`src/rtl/uart_rx_deframer_if.sv`:
```
// Signal bundle between the serial line / byte consumer and the UART receive deframer.
// master = line driver and consumer side, slave = deframer side.
interface uart_rx_deframer_if;
  logic        RX;
  logic [15:0] baud_cnt;
  logic        clr_rdy;
  logic [7:0]  rx_data;
  logic        rdy;
  logic        frame_err;

  modport master (output RX, baud_cnt, clr_rdy, input rx_data, rdy, frame_err);
  modport slave  (input RX, baud_cnt, clr_rdy, output rx_data, rdy, frame_err);
endinterface

```
`src/rtl/uart_rx_deframer.sv`:
```
// UART 8N1 receive deframer with a run-time bit period and a sticky rdy flag.
// Optional stop-bit checking is enabled by defining UART_RX_FRAME_CHK_EN.
module uart_rx_deframer #(
  parameter int SYNC_STAGES = 2
) (
  input  logic              clk,
  input  logic              rst_n,
  uart_rx_deframer_if.slave bus
);

  typedef enum logic [1:0] {
    IDLE,
    RECV,
    WAIT_HIGH
  } state_e;

  state_e                 state_q, state_d;
  logic [SYNC_STAGES-1:0] sync_q;
  logic                   prev_q;
  logic                   rx_sync;
  logic [15:0]            timer_q, timer_d;
  logic [15:0]            bit_per_q, bit_per_d;
  logic [3:0]             bit_idx_q, bit_idx_d;
  logic [7:0]             shift_q, shift_d;
  logic [7:0]             rx_data_q, rx_data_d;
  logic                   rdy_q, rdy_d;
  logic                   set_rdy_q, set_rdy_d;
`ifdef UART_RX_FRAME_CHK_EN
  logic                   ferr_pend_q, ferr_pend_d;
  logic                   frame_err_q, frame_err_d;
`endif

  assign rx_sync = sync_q[SYNC_STAGES-1];

  always_ff @(posedge clk or negedge rst_n) begin
    if (!rst_n) begin
      sync_q      <= '1;
      prev_q      <= 1'b1;
      state_q     <= IDLE;
      timer_q     <= '0;
      bit_per_q   <= '0;
      bit_idx_q   <= '0;
      shift_q     <= '0;
      rx_data_q   <= '0;
      rdy_q       <= 1'b0;
      set_rdy_q   <= 1'b0;
`ifdef UART_RX_FRAME_CHK_EN
      ferr_pend_q <= 1'b0;
      frame_err_q <= 1'b0;
`endif
    end else begin
      sync_q      <= {sync_q[SYNC_STAGES-2:0], bus.RX};
      prev_q      <= rx_sync;
      state_q     <= state_d;
      timer_q     <= timer_d;
      bit_per_q   <= bit_per_d;
      bit_idx_q   <= bit_idx_d;
      shift_q     <= shift_d;
      rx_data_q   <= rx_data_d;
      rdy_q       <= rdy_d;
      set_rdy_q   <= set_rdy_d;
`ifdef UART_RX_FRAME_CHK_EN
      ferr_pend_q <= ferr_pend_d;
      frame_err_q <= frame_err_d;
`endif
    end
  end

  always_comb begin
    state_d     = state_q;
    timer_d     = timer_q;
    bit_per_d   = bit_per_q;
    bit_idx_d   = bit_idx_q;
    shift_d     = shift_q;
    rx_data_d   = rx_data_q;
    rdy_d       = rdy_q;
    set_rdy_d   = 1'b0;
`ifdef UART_RX_FRAME_CHK_EN
    ferr_pend_d = 1'b0;
    frame_err_d = ferr_pend_q;
`endif

    if (bus.clr_rdy) begin
      rdy_d = 1'b0;
    end

    unique case (state_q)
      IDLE: begin
        if (prev_q && !rx_sync) begin
          bit_per_d = bus.baud_cnt;
          timer_d   = bus.baud_cnt >> 1;
          bit_idx_d = 4'd0;
          rdy_d     = 1'b0;
          state_d   = RECV;
        end
      end
      RECV: begin
        // Half-period initial load plus full-period reloads puts every sample mid-bit.
        if (timer_q == 16'd0) begin
          timer_d   = bit_per_q - 16'd1;
          bit_idx_d = bit_idx_q + 4'd1;
          if (bit_idx_q == 4'd0) begin
            if (rx_sync) begin
              bit_idx_d = 4'd0;
              state_d   = IDLE;
            end
          end else if (bit_idx_q <= 4'd8) begin
            shift_d = {rx_sync, shift_q[7:1]};
          end else begin
            bit_idx_d = 4'd0;
            state_d   = IDLE;
`ifdef UART_RX_FRAME_CHK_EN
            if (rx_sync) begin
              rx_data_d = shift_q;
              set_rdy_d = 1'b1;
            end else begin
              ferr_pend_d = 1'b1;
              state_d     = WAIT_HIGH;
            end
`else
            rx_data_d = shift_q;
            set_rdy_d = 1'b1;
`endif
          end
        end else begin
          timer_d = timer_q - 16'd1;
        end
      end
      WAIT_HIGH: begin
        if (rx_sync) begin
          state_d = IDLE;
        end
      end
      default: begin
        state_d = IDLE;
      end
    endcase

    // Frame completion outranks both clr_rdy and a fresh start detection.
    if (set_rdy_q) begin
      rdy_d = 1'b1;
    end
  end

  assign bus.rx_data = rx_data_q;
  assign bus.rdy     = rdy_q;
`ifdef UART_RX_FRAME_CHK_EN
  assign bus.frame_err = frame_err_q;
`else
  assign bus.frame_err = 1'b0;
`endif

endmodule

```
`src/flat_wrapper.sv`:
```
// flat-port wrapper written by rule: the top's interface ports become plain ports
module uart_rx_deframer_flat 
#(
  parameter int SYNC_STAGES = 2
)
  (clk, rst_n, bus_RX, bus_baud_cnt, bus_clr_rdy, bus_rx_data, bus_rdy, bus_frame_err);
  uart_rx_deframer_if bus_i ();
  input  logic clk;
  input  logic rst_n;
  input wire logic [$bits(bus_i.RX)-1:0] bus_RX;
  input wire logic [$bits(bus_i.baud_cnt)-1:0] bus_baud_cnt;
  input wire logic [$bits(bus_i.clr_rdy)-1:0] bus_clr_rdy;
  output wire logic [$bits(bus_i.rx_data)-1:0] bus_rx_data;
  output wire logic [$bits(bus_i.rdy)-1:0] bus_rdy;
  output wire logic [$bits(bus_i.frame_err)-1:0] bus_frame_err;
  assign bus_i.RX = bus_RX;
  assign bus_i.baud_cnt = bus_baud_cnt;
  assign bus_i.clr_rdy = bus_clr_rdy;
  assign bus_rx_data = bus_i.rx_data;
  assign bus_rdy = bus_i.rdy;
  assign bus_frame_err = bus_i.frame_err;
  uart_rx_deframer #(.SYNC_STAGES(SYNC_STAGES)) u_core (.clk(clk), .rst_n(rst_n), .bus(bus_i));
endmodule
```
`config.mk`:
```
export PLATFORM = sky130hd
export DESIGN_NAME = uart_rx_deframer_flat
export DESIGN_NICKNAME = d
export VERILOG_FILES = /design/src/rtl/uart_rx_deframer_if.sv /design/src/rtl/uart_rx_deframer.sv /design/src/flat_wrapper.sv
export SDC_FILE = /design/constraint.sdc
export NUM_CORES = 1
export LEC_CHECK = 0
export ABC_AREA = 1
export BUFFER_PORTS_ARGS = -buffer_cell sky130_fd_sc_hd__buf_2
export CORE_MARGIN = 3
export CORE_UTILIZATION = 25
export CTS_BUF_LIST = sky130_fd_sc_hd__clkbuf_16
export DETAILED_ROUTE_END_ITERATION = 6
export SLEW_MARGIN = 20
export SYNTH_ARGS = -nofsm -noshare
export SYNTH_HDL_FRONTEND = slang
export SYNTH_SLANG_ARGS = --single-unit
```
`constraint.sdc`:
```
create_clock -name clk -period 2 [get_ports clk]
set_clock_uncertainty 0.1 [all_clocks]
set_input_delay 0.3 -clock clk [delete_from_list [all_inputs] [get_ports clk]]
set_output_delay 0.3 -clock clk [all_outputs]
set_load 0.005 [all_outputs]
```
==> impl_metrics.yaml, run 1 <==
run_status:
  run_status: "finished, violations left"
  violations: "negative setup slack"
pwr:
  seq_power_share_pct: 31.1
  power_frac_clock_pct: 29.7
  switching_share_pct: 38.84
  worst_ir_drop_vdd_mv: 0.3668
  p_leak_uw: 0.002094
  power_density_nw_per_um2: 1259
  internal_power_uw: 3312
  comb_power_share_pct: 39.2
  p_sw_uw: 2103
critical_path:
  timing.critical_path.required_ns: 2.12
  critPathLaunchType: "flop"
  crit_path_end_kind: "flop"
  critPathArrivalTime_ns: 2.19
  worst-setup-path-type: "reg -> reg"
  regToRegSetupSlack_ns: -0.07
  critPathMaxFanout: 6
clock_network:
  ctsLongestPathBuffers: 2
  register_clock_pin_slew_on_the_reported_worst_setup_and_hold_paths_ns: 0.06
  clkLatencyLatePin_ns: 0.34
  tritoncts: "built"
  cts-root-buf: "sky130_fd_sc_hd__clkbuf_16"
  h_tree_depth: 3
  clock_sinks: 59
  tritoncts_buffers: 9
final_layout:
  final_cell_area_um2: 4303
  antenna_cells: 0
  count_of_placed_standard_cells_in_the_final_layout_fillers_left_out: 667
  flow.area_growth_from_synthesis_pct: 31.41
  final_nets: 513
  post_route_cells_drive_above_1_share_pct: 29.49
routing:
  post_drt_via_cell_ratio: 4.286
  postRouteWirelength_mm: 8.243
  ant_nets: 0
  post_drt_wl_per_cell_um: 12.36
  drt_drc_violations_left: 0
  initial_drt_markers: 174
  via_count: 2859
  first_pass_iters: 4
synthesis:
  synth.top_cells.by_area: "sky130_fd_sc_hd__dfrtp_1 (43%), sky130_fd_sc_hd__nand2_1 (13%), sky130_fd_sc_hd__inv_1 (7.1%)"
  synth_edf_count: 0
  postSynthCellCount: 426
  postSynthNetCount: 449
  dominant_synthesized_flop_cell: "sky130_fd_sc_hd__dfrtp_1"
  post_synth.cell_area_avg_um2: 7.686
  syn-cell-area_um2: 3274
  seq_area_frac_synth_pct: 45.20
  synth_largest_area_cell: "sky130_fd_sc_hd__dfrtp_1"
  synth.lib_cells_used.distinct: 37
  ys.warnings.count: 0
  synth-seq-cells: 59
  synthDominantCellAreaShare_pct: 42.80
  postSynth.asyncResetShare_pct: 100.0
  most_common_cell_in_the_netlist: "sky130_fd_sc_hd__nand2_1"
  synth_common_cells: "sky130_fd_sc_hd__nand2_1 (115), sky130_fd_sc_hd__inv_1 (62), sky130_fd_sc_hd__dfrtp_1 (56), sky130_fd_sc_hd__o21ai_0 (38), sky130_fd_sc_hd__nand3_1 (32)"
global_route:
  vias_in_the_first_global_route: 2976
  pin_count_of_the_biggest_net_entering_global_routing: 44
  global_route.overflow_total: 0
  number_of_antenna_violations_at_the_first_check_in_global_routing: 0
  overall_global_routing_usage_pct: 12.15
  global_route_wire_length_before_repair_mm: 13.99
placed_design:
  place.detailed.instances: 642
  place.gp.congestion: 0.8597
  placed_cell_areas_um2: 3775
  place_hpwl_mm: 5.903
  port-buffer-count: 28
timing:
  period_share_pct: 103.3
  setup_violating_endpoint_count_in_the_final_report: 8
  final_report_max_slew_violation_count: 0
  finalWorstSetupSlack_ns: -0.06690
  rsz0062_at_grt: "yes"
  timing.final.hold_violations: 0
  min_period_ns: 2.067
  fmaxAchievable_mhz: 483.8
floorplan:
  std_cell_rows: 41
  die_y_um: 120.4
  die_footprint_um2: 14510
  initial_core_util_pct: 25.74
  core_area_um2: 12720
  design.portCount: 30
  die_x_um: 120.4
min_path:
  hold_path_class: "in -> reg"
flow_run:
  cap_violations: 0
## timing repair
item                                    4_1_cts  5_1_grt
gates cloned                                  0        2
buffers inserted                              4        1
endpoints found under the setup margin       12       26
pin swaps                                     8        7
endpoints found under the hold margin        17        0
hold buffers                                  2        0
resized for setup                            16       29
## power by group through the flow
stage                     clock, µW  combinational, µW  sequential [µW]
after floorplan                   0               1310             1650
after global placement            0               1840             1690
after detailed placement          0               1870             1700
after CTS                      1650               2000             1680
after global routing           1700               2390             1720
final                          1610               2120             1680
## routing by layer
| layer | wire, µm | track usage [%] | part of all wire, % | up-vias |
|---|---|---|---|---|
| li1 | - | - | - | 1469 |
| met1 | 3873 | 15.52 | 47 | 1335 |
| met2 | 3938 | 19.80 | 48 | 42 |
| met3 | 308 | 3.321 | 3.7 | 13 |
| met4 | 122 | 4.249 | 1.5 | 0 |
| met5 | 0 | 0 | 0 | - |
## layout make-up
class / instances / area, µm²
clock buffer: 9 / 225.2
fill: 1352 / 8419
multi-input combinational: 287 / 1589
sequential: 59 / 1480
inverter: 69 / 265.3
tap: 172 / 215.2
clock inverter: 7 / 81.33
timing repair buffer: 64 / 446.7
## per-stage QoR
step	utilization [%]	total power, µW	setup slack [ns]	setup TNS, ns	hold WS [ns]
2_1_floorplan	-	2969	0.01984	0	-0.09559
3_3_place_gp	29.67	3531	-0.1106	-0.5218	0.1651
3_5_place_dp	29.67	3570	-0.1907	-0.8429	0.1760
4_1_cts	32.92	5325	0.0004925	0	0.07921
5_1_grt	33.82	5810	-0.1765	-1.990	0.1102
6_report	33.82	5416	-0.06690	-0.2293	0.08291
## flip-flops by register name (all words and copies together) (netlist names)
register / cells
u_core.timer_q: 16
u_core.bus.rx_data: 8
u_core.bit_idx_q: 4
u_core.bus.rdy: 1
u_core.sync_q: 2
u_core.bit_per_q: 16
u_core.prev_q: 1
u_core.shift_q: 8
u_core.state_q: 2
u_core.set_rdy_q: 1
## placed cells by master (no fill, tap or decap), drive strengths merged, types with 2 or more instances in the layout
cell and n:
nand2 127, inv 69, buf 62, dfrtp 56, o21ai 51, nor2 41, nand3 38, clkbuf 9
a21oi 5, clkinv 5, nand3b 3, nand4 3, o22ai 3, xor2 3, dfstp 3, ha 3
o221ai 2, dlygate4sd3 2, o21bai 2
## logic make-up (layout without fill, tap and decap cells)
family	after synthesis	in the layout	share of synthesized area (%)
xor+xnor	3	3	0.8026
simple gates	213	213	30.91
flops	59	59	45.20
fa+ha+maj	3	3	1.146
buf+inv	80	149	10.09
compound gates	67	67	11.73
other cells	1	1	0.1145
## critical path, cell delays in order, from the launching register on
cell,delay (ns)
sky130_fd_sc_hd__dfrtp_1,0.38
sky130_fd_sc_hd__nor2_1,0.13
sky130_fd_sc_hd__nand2_1,0.11
sky130_fd_sc_hd__nor2_4,0.25
sky130_fd_sc_hd__nand2_4,0.12
sky130_fd_sc_hd__buf_6,0.16
sky130_fd_sc_hd__nand2_1,0.07
sky130_fd_sc_hd__nand2_2,0.07
sky130_fd_sc_hd__nand2_2,0.08
sky130_fd_sc_hd__clkinv_2,0.08
sky130_fd_sc_hd__buf_4,0.13
sky130_fd_sc_hd__nand3_1,0.07
sky130_fd_sc_hd__nand3_1,0.07
sky130_fd_sc_hd__nand2_1,0.07
sky130_fd_sc_hd__nand2_1,0.06
## worst paths after layout
check,start,depth (start not counted),end
worst max-delay path,u_core.timer_q[7]$_DFFE_PN0P_,14,u_core.timer_q[10]$_DFFE_PN0P_
worst min-delay path,bus_baud_cnt[0],3,u_core.bit_per_q[0]$_DFFE_PN0P_
worst max register to register,u_core.timer_q[7]$_DFFE_PN0P_,14,u_core.timer_q[10]$_DFFE_PN0P_
worst min register to register,u_core.sync_q[0]$_DFF_PN1_,0,u_core.sync_q[1]$_DFF_PN1_
max in group asynchronous,rst_n,3,u_core.sync_q[0]$_DFF_PN1_
min in group asynchronous,rst_n,2,u_core.timer_q[6]$_DFFE_PN0P_
Power figures use the tool's default switching activity.
==> run 2, diff against run 1 <==
--- a/config.mk
+++ b/config.mk
@@ -7,6 +7,7 @@
 export LEC_CHECK = 0
 export ABC_AREA = 1
 export BUFFER_PORTS_ARGS = -buffer_cell sky130_fd_sc_hd__buf_2
+export CAP_MARGIN = 15
 export CORE_MARGIN = 3
 export CORE_UTILIZATION = 25
 export CTS_BUF_LIST = sky130_fd_sc_hd__clkbuf_16
==> constraint.sdc (replaced) <==
create_clock -name clk -period 2 [get_ports clk]
set_clock_uncertainty 0.1 [all_clocks]
set_input_delay 0.6 -clock clk [delete_from_list [all_inputs] [get_ports clk]]
set_output_delay 0.6 -clock clk [all_outputs]
set_load 0.005 [all_outputs]
==> run 2 against run 1 <==
Net effect: the flow still finishes with violations (negative setup slack); fmax down 2.6%; cell area up 5.1%; worst setup slack worse by 0.056 ns; cell count up 0.30%; sequential power about the same; global-route usage down 0.26 points; die area unchanged; via count up 3.2%; utilization up 1.7 points; first-iteration DRC count down 22%; total power up 5.2%; critical endpoint is now u_core.timer_q[4]$_DFFE_PN0P_.
==> impl_metrics.yaml, run 2 (synthesis gave the netlist of run 1 again) <==
routing:
  post_drt_wl_per_cell_um: 12.75
  drt_drc_violations_left: 0
  initial_drt_markers: 136
  post_drt_via_cell_ratio: 4.411
  first_pass_iters: 4
  via_count: 2951
  postRouteWirelength_mm: 8.530
  ant_nets: 0
critical_path:
  crit_path_start: "u_core.timer_q[9]$_DFFE_PN0P_"
  cp.buffers_inverters: 1
  worst-setup-path-type: "reg -> reg"
  timing.critical_path.required_ns: 2.11
  cpLargestDelayFamily: "simple AND/OR/NAND/NOR gates"
  critPathArrivalTime_ns: 2.23
  critPathMaxStageDelay_ns: 0.37
  reg2reg_from: "u_core.timer_q[9]$_DFFE_PN0P_"
  crit_path_end_kind: "flop"
  critPathMaxFanout: 6
  list_of_cells_traversed_by_the_critical_path: "nor2_1 > nand2_1 > nor2_4 > buf_12 > nand2_8 > nand2_4 > nand2_4 > ha_4 > nand3_4 > nor2_4 > nor2_1 > o21ai_1 > nand2_1 > o21ai_1"
  critPathLaunchType: "flop"
  slowest_stage: "sky130_fd_sc_hd__dfrtp_1"
floorplan:
  core_area_um2: 12720
  die_footprint_um2: 14510
  design.portCount: 30
  std_cell_rows: 41
  die_y_um: 120.4
  die_x_um: 120.4
  initial_core_util_pct: 25.74
timing:
  final.setup.tns_ns: -1.054
  fmaxAchievable_mhz: 471.1
  timing.final.hold_violations: 0
  finalWorstSetupSlack_ns: -0.1226
  period_share_pct: 106.1
  rsz0062_at_grt: "yes"
  setup_violating_endpoint_count_in_the_final_report: 15
  min_period_ns: 2.123
  fin_worst_hold_slack_ns: 0.1009
  final_report_max_slew_violation_count: 0
flow_run:
  cap_violations: 0
global_route:
  grt.busiest_layer: "met2"
  vias_in_the_first_global_route: 3009
  globalRouteMet2Util_pct: 20.26
  global_route.overflow_total: 0
  number_of_antenna_violations_at_the_first_check_in_global_routing: 0
  global_route_wire_length_before_repair_mm: 13.75
  pin_count_of_the_biggest_net_entering_global_routing: 44
  met3_grt_util_pct: 3.789
  global_route.usage.met1_pct: 14.28
  overall_global_routing_usage_pct: 11.89
placed_design:
  port-buffer-count: 28
  place_hpwl_mm: 5.813
  place.gp.congestion: 0.8842
  place.detailed.instances: 641
final_layout:
  final_core_util_pct: 35.54
  post_route_cells_drive_above_1_share_pct: 33.20
  layout.cells.most_common: "sky130_fd_sc_hd__nand2_1"
  flow.area_growth_from_synthesis_pct: 38.10
  count_of_placed_standard_cells_in_the_final_layout_fillers_left_out: 669
  antenna_cells: 0
  final_nets: 515
  final_cell_mix: "sky130_fd_sc_hd__nand2_1 (96), sky130_fd_sc_hd__inv_1 (61), sky130_fd_sc_hd__dfrtp_1 (56), sky130_fd_sc_hd__o21ai_0 (31), sky130_fd_sc_hd__buf_2 (29)"
  biggestRegsByFlops: "u_core.bit_per_q: 16 flops, u_core.timer_q: 16 flops"
clock_network:
  cts_hold_buf: 0
  cts-root-buf: "sky130_fd_sc_hd__clkbuf_16"
  clock_sinks: 59
  tritoncts_buffers: 9
  ctsLongestPathBuffers: 2
  register_clock_pin_slew_on_the_reported_worst_setup_and_hold_paths_ns: 0.06
  clkLatencyLatePin_ns: 0.34
  h_tree_depth: 3
  tritoncts: "built"
pwr:
  worst_ir_drop_vdd_mv: 0.3838
  p_leak_uw: 0.002145
  power_density_nw_per_um2: 1259
min_path:
  hold_path_class: "in -> async"
run_status:
  violations: "negative setup slack"
  run_status: "finished, violations left"
run 2: cell count changes in the layout (fill, tap and decap cells not counted), moves of 3 or more:
cell / previous run / this run
sky130_fd_sc_hd__nand2_1: 103 / 96
sky130_fd_sc_hd__o21ai_1: 12 / 17
sky130_fd_sc_hd__o21ai_0: 37 / 31
sky130_fd_sc_hd__nand3_1: 29 / 24
sky130_fd_sc_hd__nand2_2: 18 / 15
sky130_fd_sc_hd__nand3_2: 7 / 10
sky130_fd_sc_hd__nand2_4: 6 / 15
sky130_fd_sc_hd__buf_4: 28 / 25
run 2: stage by stage:
stage / setup WS (ns) / power, µW / cell area, µm²
floorplan: 0.01984 / 2969 / 3274
global placement: -0.1422 / 3502 / 3767
detailed placement: -0.2024 / 3537 / 3767
CTS: -0.01323 / 5288 / 4175
global route: -0.2817 / 6098 / 4522
finish: -0.1226 / 5695 / 4522
run 2: path summary, 6_finish.rpt:
| path | endpoint | slack, ns | cells after the start |
|---|---|---|---|
| hold reg to reg | u_core.sync_q[1]$_DFF_PN1_ | 0.25 | 0 |
| setup reg to reg | u_core.timer_q[4]$_DFFE_PN0P_ | -0.12 | 14 |
| max in group asynchronous | u_core.prev_q$_DFF_PN1_ | 1.06 | 2 |
| hold / removal | u_core.timer_q[7]$_DFFE_PN0P_ | 0.10 | 1 |
| setup / recovery | u_core.timer_q[4]$_DFFE_PN0P_ | -0.12 | 14 |
| min in group clk | u_core.sync_q[1]$_DFF_PN1_ | 0.25 | 0 |
run 2: cell type report:
class                      count  area [µm²]
inverter                      69       266.5
multi-input combinational    287        1737
clock inverter                 7       82.58
sequential                    59        1480
clock buffer                   9       225.2
fill                        1351        8200
tap                          172       215.2
timing repair buffer          66       515.5
run 2: routing by layer:
metal	vias to the layer above	share of wire [%]
met4	0	1.6
met2	55	51
met5	-	0
met1	1404	43
li1	1481	-
met3	11	5.1
run 2: repair_timing:
action	CTS	global route
hold endpoints to repair	0	0
setup endpoints to repair	12	34
cloned	0	2
buffers inserted	7	3
pin swaps	8	21
resized for setup	10	76
run 2: report_power, final:
part	leakage, µW	total, µW	switching [µW]	internal [µW]
sequential	0.000750	1690	176	1510
clock	0.000151	1590	601	984
combinational	0.00124	2420	1470	953
total	0.00214	5700	2250	3450
==> run 3, diff against run 2 <==
--- a/config.mk
+++ b/config.mk
@@ -12,6 +12,7 @@
 export CORE_UTILIZATION = 25
 export CTS_BUF_LIST = sky130_fd_sc_hd__clkbuf_16
 export DETAILED_ROUTE_END_ITERATION = 6
+export RECOVER_POWER = 50
 export SLEW_MARGIN = 20
 export SYNTH_ARGS = -nofsm -noshare
 export SYNTH_HDL_FRONTEND = slang
==> constraint.sdc (replaced) <==
create_clock -name clk -period 2 [get_ports clk]
set_clock_uncertainty 0.1 [all_clocks]
set_input_delay 0.4 -clock clk [delete_from_list [all_inputs] [get_ports clk]]
set_output_delay 0.4 -clock clk [all_outputs]
set_load 0.005 [all_outputs]
==> run 3 against run 2 <==
Net effect: the run still ends with negative setup slack left; global-route usage stayed put; cell count rose by 0.15%; clock power hardly changed; count of clock-buffer cells in the layout did not move; sequential power about the same; register-to-register slack about the same; combinational power barely moved; worst setup slack lost 0.00080 ns; die area unchanged; non-clock buffer count rose by 1; fmax about the same; flip-flop and latch count is the same; highest routed layer unchanged.
==> impl_metrics.yaml, run 3 (synthesis gave the netlist of run 1 again) <==
run_status:
  run_status: "finished, violations left"
  violations: "negative setup slack"
floorplan:
  die_x_um: 120.4
  core_area_um2: 12720
  die_footprint_um2: 14510
  die_y_um: 120.4
  initial_core_util_pct: 25.74
  design.portCount: 30
  std_cell_rows: 41
clock_network:
  ctsLongestPathBuffers: 2
  register_clock_pin_slew_on_the_reported_worst_setup_and_hold_paths_ns: 0.06
  clock_sinks: 59
  tritoncts: "built"
  tritoncts_buffers: 9
  h_tree_depth: 3
  cts-root-buf: "sky130_fd_sc_hd__clkbuf_16"
  clkLatencyLatePin_ns: 0.34
pwr:
  internal_power_uw: 3445
  worst_ir_drop_vdd_mv: 0.3835
  switching_share_pct: 39.46
  p_leak_uw: 0.002142
  p_sw_uw: 2246
  comb_power_share_pct: 42.6
  power_density_nw_per_um2: 1258
  power_frac_clock_pct: 27.8
  seq_power_share_pct: 29.6
routing:
  post_drt_wl_per_cell_um: 12.70
  drt_drc_violations_left: 0
  ant_nets: 0
  post_drt_via_cell_ratio: 4.407
  first_pass_iters: 4
  initial_drt_markers: 130
  via_count: 2953
  postRouteWirelength_mm: 8.507
placed_design:
  place_hpwl_mm: 5.813
  place.gp.congestion: 0.8842
  port-buffer-count: 28
  placed_cell_areas_um2: 3767
  place.detailed.instances: 641
timing:
  slew_headroom_pct: 35.03
  finalWorstSetupSlack_ns: -0.1234
  setup_violating_endpoint_count_in_the_final_report: 15
  timing.final.hold_violations: 0
  period_share_pct: 106.2
  final_report_max_slew_violation_count: 0
  min_period_ns: 2.123
  fmaxAchievable_mhz: 470.9
  rsz0062_at_grt: "yes"
  timing_worst_slew_pin_value_ns: 0.9746
  fin_worst_hold_slack_ns: 0.06449
final_layout:
  layout.cells.most_common: "sky130_fd_sc_hd__nand2_1"
  antenna_cells: 0
  post_route_cells_drive_above_1_share_pct: 32.73
  fillCellCount: 1355
  final_cell_mix: "sky130_fd_sc_hd__nand2_1 (96), sky130_fd_sc_hd__inv_1 (61), sky130_fd_sc_hd__dfrtp_1 (56), sky130_fd_sc_hd__o21ai_0 (31), sky130_fd_sc_hd__buf_2 (28)"
  final_nets: 516
  final_cell_area_um2: 4522
  biggestRegsByFlops: "u_core.bit_per_q: 16 flops, u_core.timer_q: 16 flops"
  flow.area_growth_from_synthesis_pct: 38.10
  count_of_placed_standard_cells_in_the_final_layout_fillers_left_out: 670
global_route:
  vias_in_the_first_global_route: 3009
  overall_global_routing_usage_pct: 11.89
  grt.busiest_layer: "met2"
  global_route_wire_length_before_repair_mm: 13.75
  globalRouteMet2Util_pct: 20.26
  global_route.overflow_total: 0
  pin_count_of_the_biggest_net_entering_global_routing: 44
  number_of_antenna_violations_at_the_first_check_in_global_routing: 0
  global_route.usage.met1_pct: 14.31
  met3_grt_util_pct: 3.742
min_path:
  hold_depth: 1
  hold_end: "u_core.sync_q[0]$_DFF_PN1_"
  hold_path_class: "in -> reg"
  timing.hold.worst.start: "bus_RX"
critical_path:
  timing.rr.end: "u_core.timer_q[4]$_DFFE_PN0P_"
  reg2reg_from: "u_core.timer_q[9]$_DFFE_PN0P_"
  regToRegSetupSlack_ns: -0.12
  slowest_stage: "sky130_fd_sc_hd__dfrtp_1"
  critPathMaxFanout: 6
  critPathLaunchType: "flop"
  list_of_cells_traversed_by_the_critical_path: "nor2_1 > nand2_1 > nor2_4 > buf_12 > nand2_8 > nand2_4 > nand2_4 > ha_4 > nand3_4 > nor2_4 > nor2_1 > o21ai_1 > nand2_1 > o21ai_1"
  timing.reg2reg.worst_path_depth: 14
  worst-setup-path-type: "reg -> reg"
  crit_path_end_kind: "flop"
  cp.buffers_inverters: 1
  critPathArrivalTime_ns: 2.23
  critPathMaxStageDelay_ns: 0.37
  cpLargestDelayFamily: "simple AND/OR/NAND/NOR gates"
  timing.critical_path.required_ns: 2.11
flow_run:
  cap_violations: 0
-- run 3: worst max-delay path by stage --
stage | startpoint | end | slack (ns) | depth (start not counted)
floorplan | u_core.timer_q[3]$_DFFE_PN0P_ | u_core.timer_q[10]$_DFFE_PN0P_ | 0.02 | 13
global placement | u_core.timer_q[7]$_DFFE_PN0P_ | u_core.timer_q[10]$_DFFE_PN0P_ | -0.14 | 13
detailed placement | u_core.timer_q[5]$_DFFE_PN0P_ | u_core.timer_q[8]$_DFFE_PN0P_ | -0.20 | 13
CTS | u_core.timer_q[13]$_DFFE_PN0P_ | u_core.timer_q[8]$_DFFE_PN0P_ | -0.01 | 13
global route | u_core.timer_q[9]$_DFFE_PN0P_ | u_core.timer_q[9]$_DFFE_PN0P_ | -0.28 | 16
finish | u_core.timer_q[9]$_DFFE_PN0P_ | u_core.timer_q[4]$_DFFE_PN0P_ | -0.12 | 14
-- run 3: power by group through the flow --
stage | Combinational (µW) | Sequential (µW) | Clock (µW)
floorplan | 1310 | 1650 | 0
global placement | 1820 | 1690 | 0
detailed placement | 1840 | 1700 | 0
CTS | 1990 | 1670 | 1630
global route | 2690 | 1720 | 1690
finish | 2420 | 1680 | 1580
-- run 3: area by class of cell --
type	count	area, µm²	share of cell area [%]
clock inverter	7	82.58	1.826
clock buffer	9	225.2	4.981
multi-input combinational	287	1737	38.41
inverter	69	266.5	5.894
sequential	59	1480	32.73
timing repair buffer	67	515.5	11.40
tap	172	215.2	4.759
-- run 3: metrics by stage --
step                setup TNS (ns)  utilization (%)  power (µW)  setup slack [ns]
floorplan                        0                -        2969           0.01984
global placement           -0.3977            29.61        3502           -0.1422
detailed placement         -0.7556            29.61        3537           -0.2024
CTS                       -0.02522            32.90        5289          -0.01323
global route                -5.194            35.54        6097           -0.2817
finish                      -1.065            35.54        5690           -0.1234
-- run 3: layer usage --
metal	wire length (µm)	vias up
met3	390	11
li1	-	1483
met5	0	-
met4	133	0
met2	4332	55
met1	3650	1404
-- run 3: what timing repair did --
action                     4_1_cts  5_1_grt
hold buffers                     1        0
hold endpoints to repair        16        0
resized for setup               10       76
cloned                           0        2
buffers inserted                 7        3
pin swaps                        8       21
setup endpoints to repair       12       34
-- run 3: worst reg2reg max path: cells and delay by family, from the launching register on --
kind / cells / cell delay, ns
flip-flops: 1 / 0.37
AND/OR/NAND/NOR: 10 / 1.04
adder cells (fa/ha/maj): 1 / 0.17
AO/OA/AOI/OAI: 2 / 0.15
buffers and inverters: 1 / 0.15
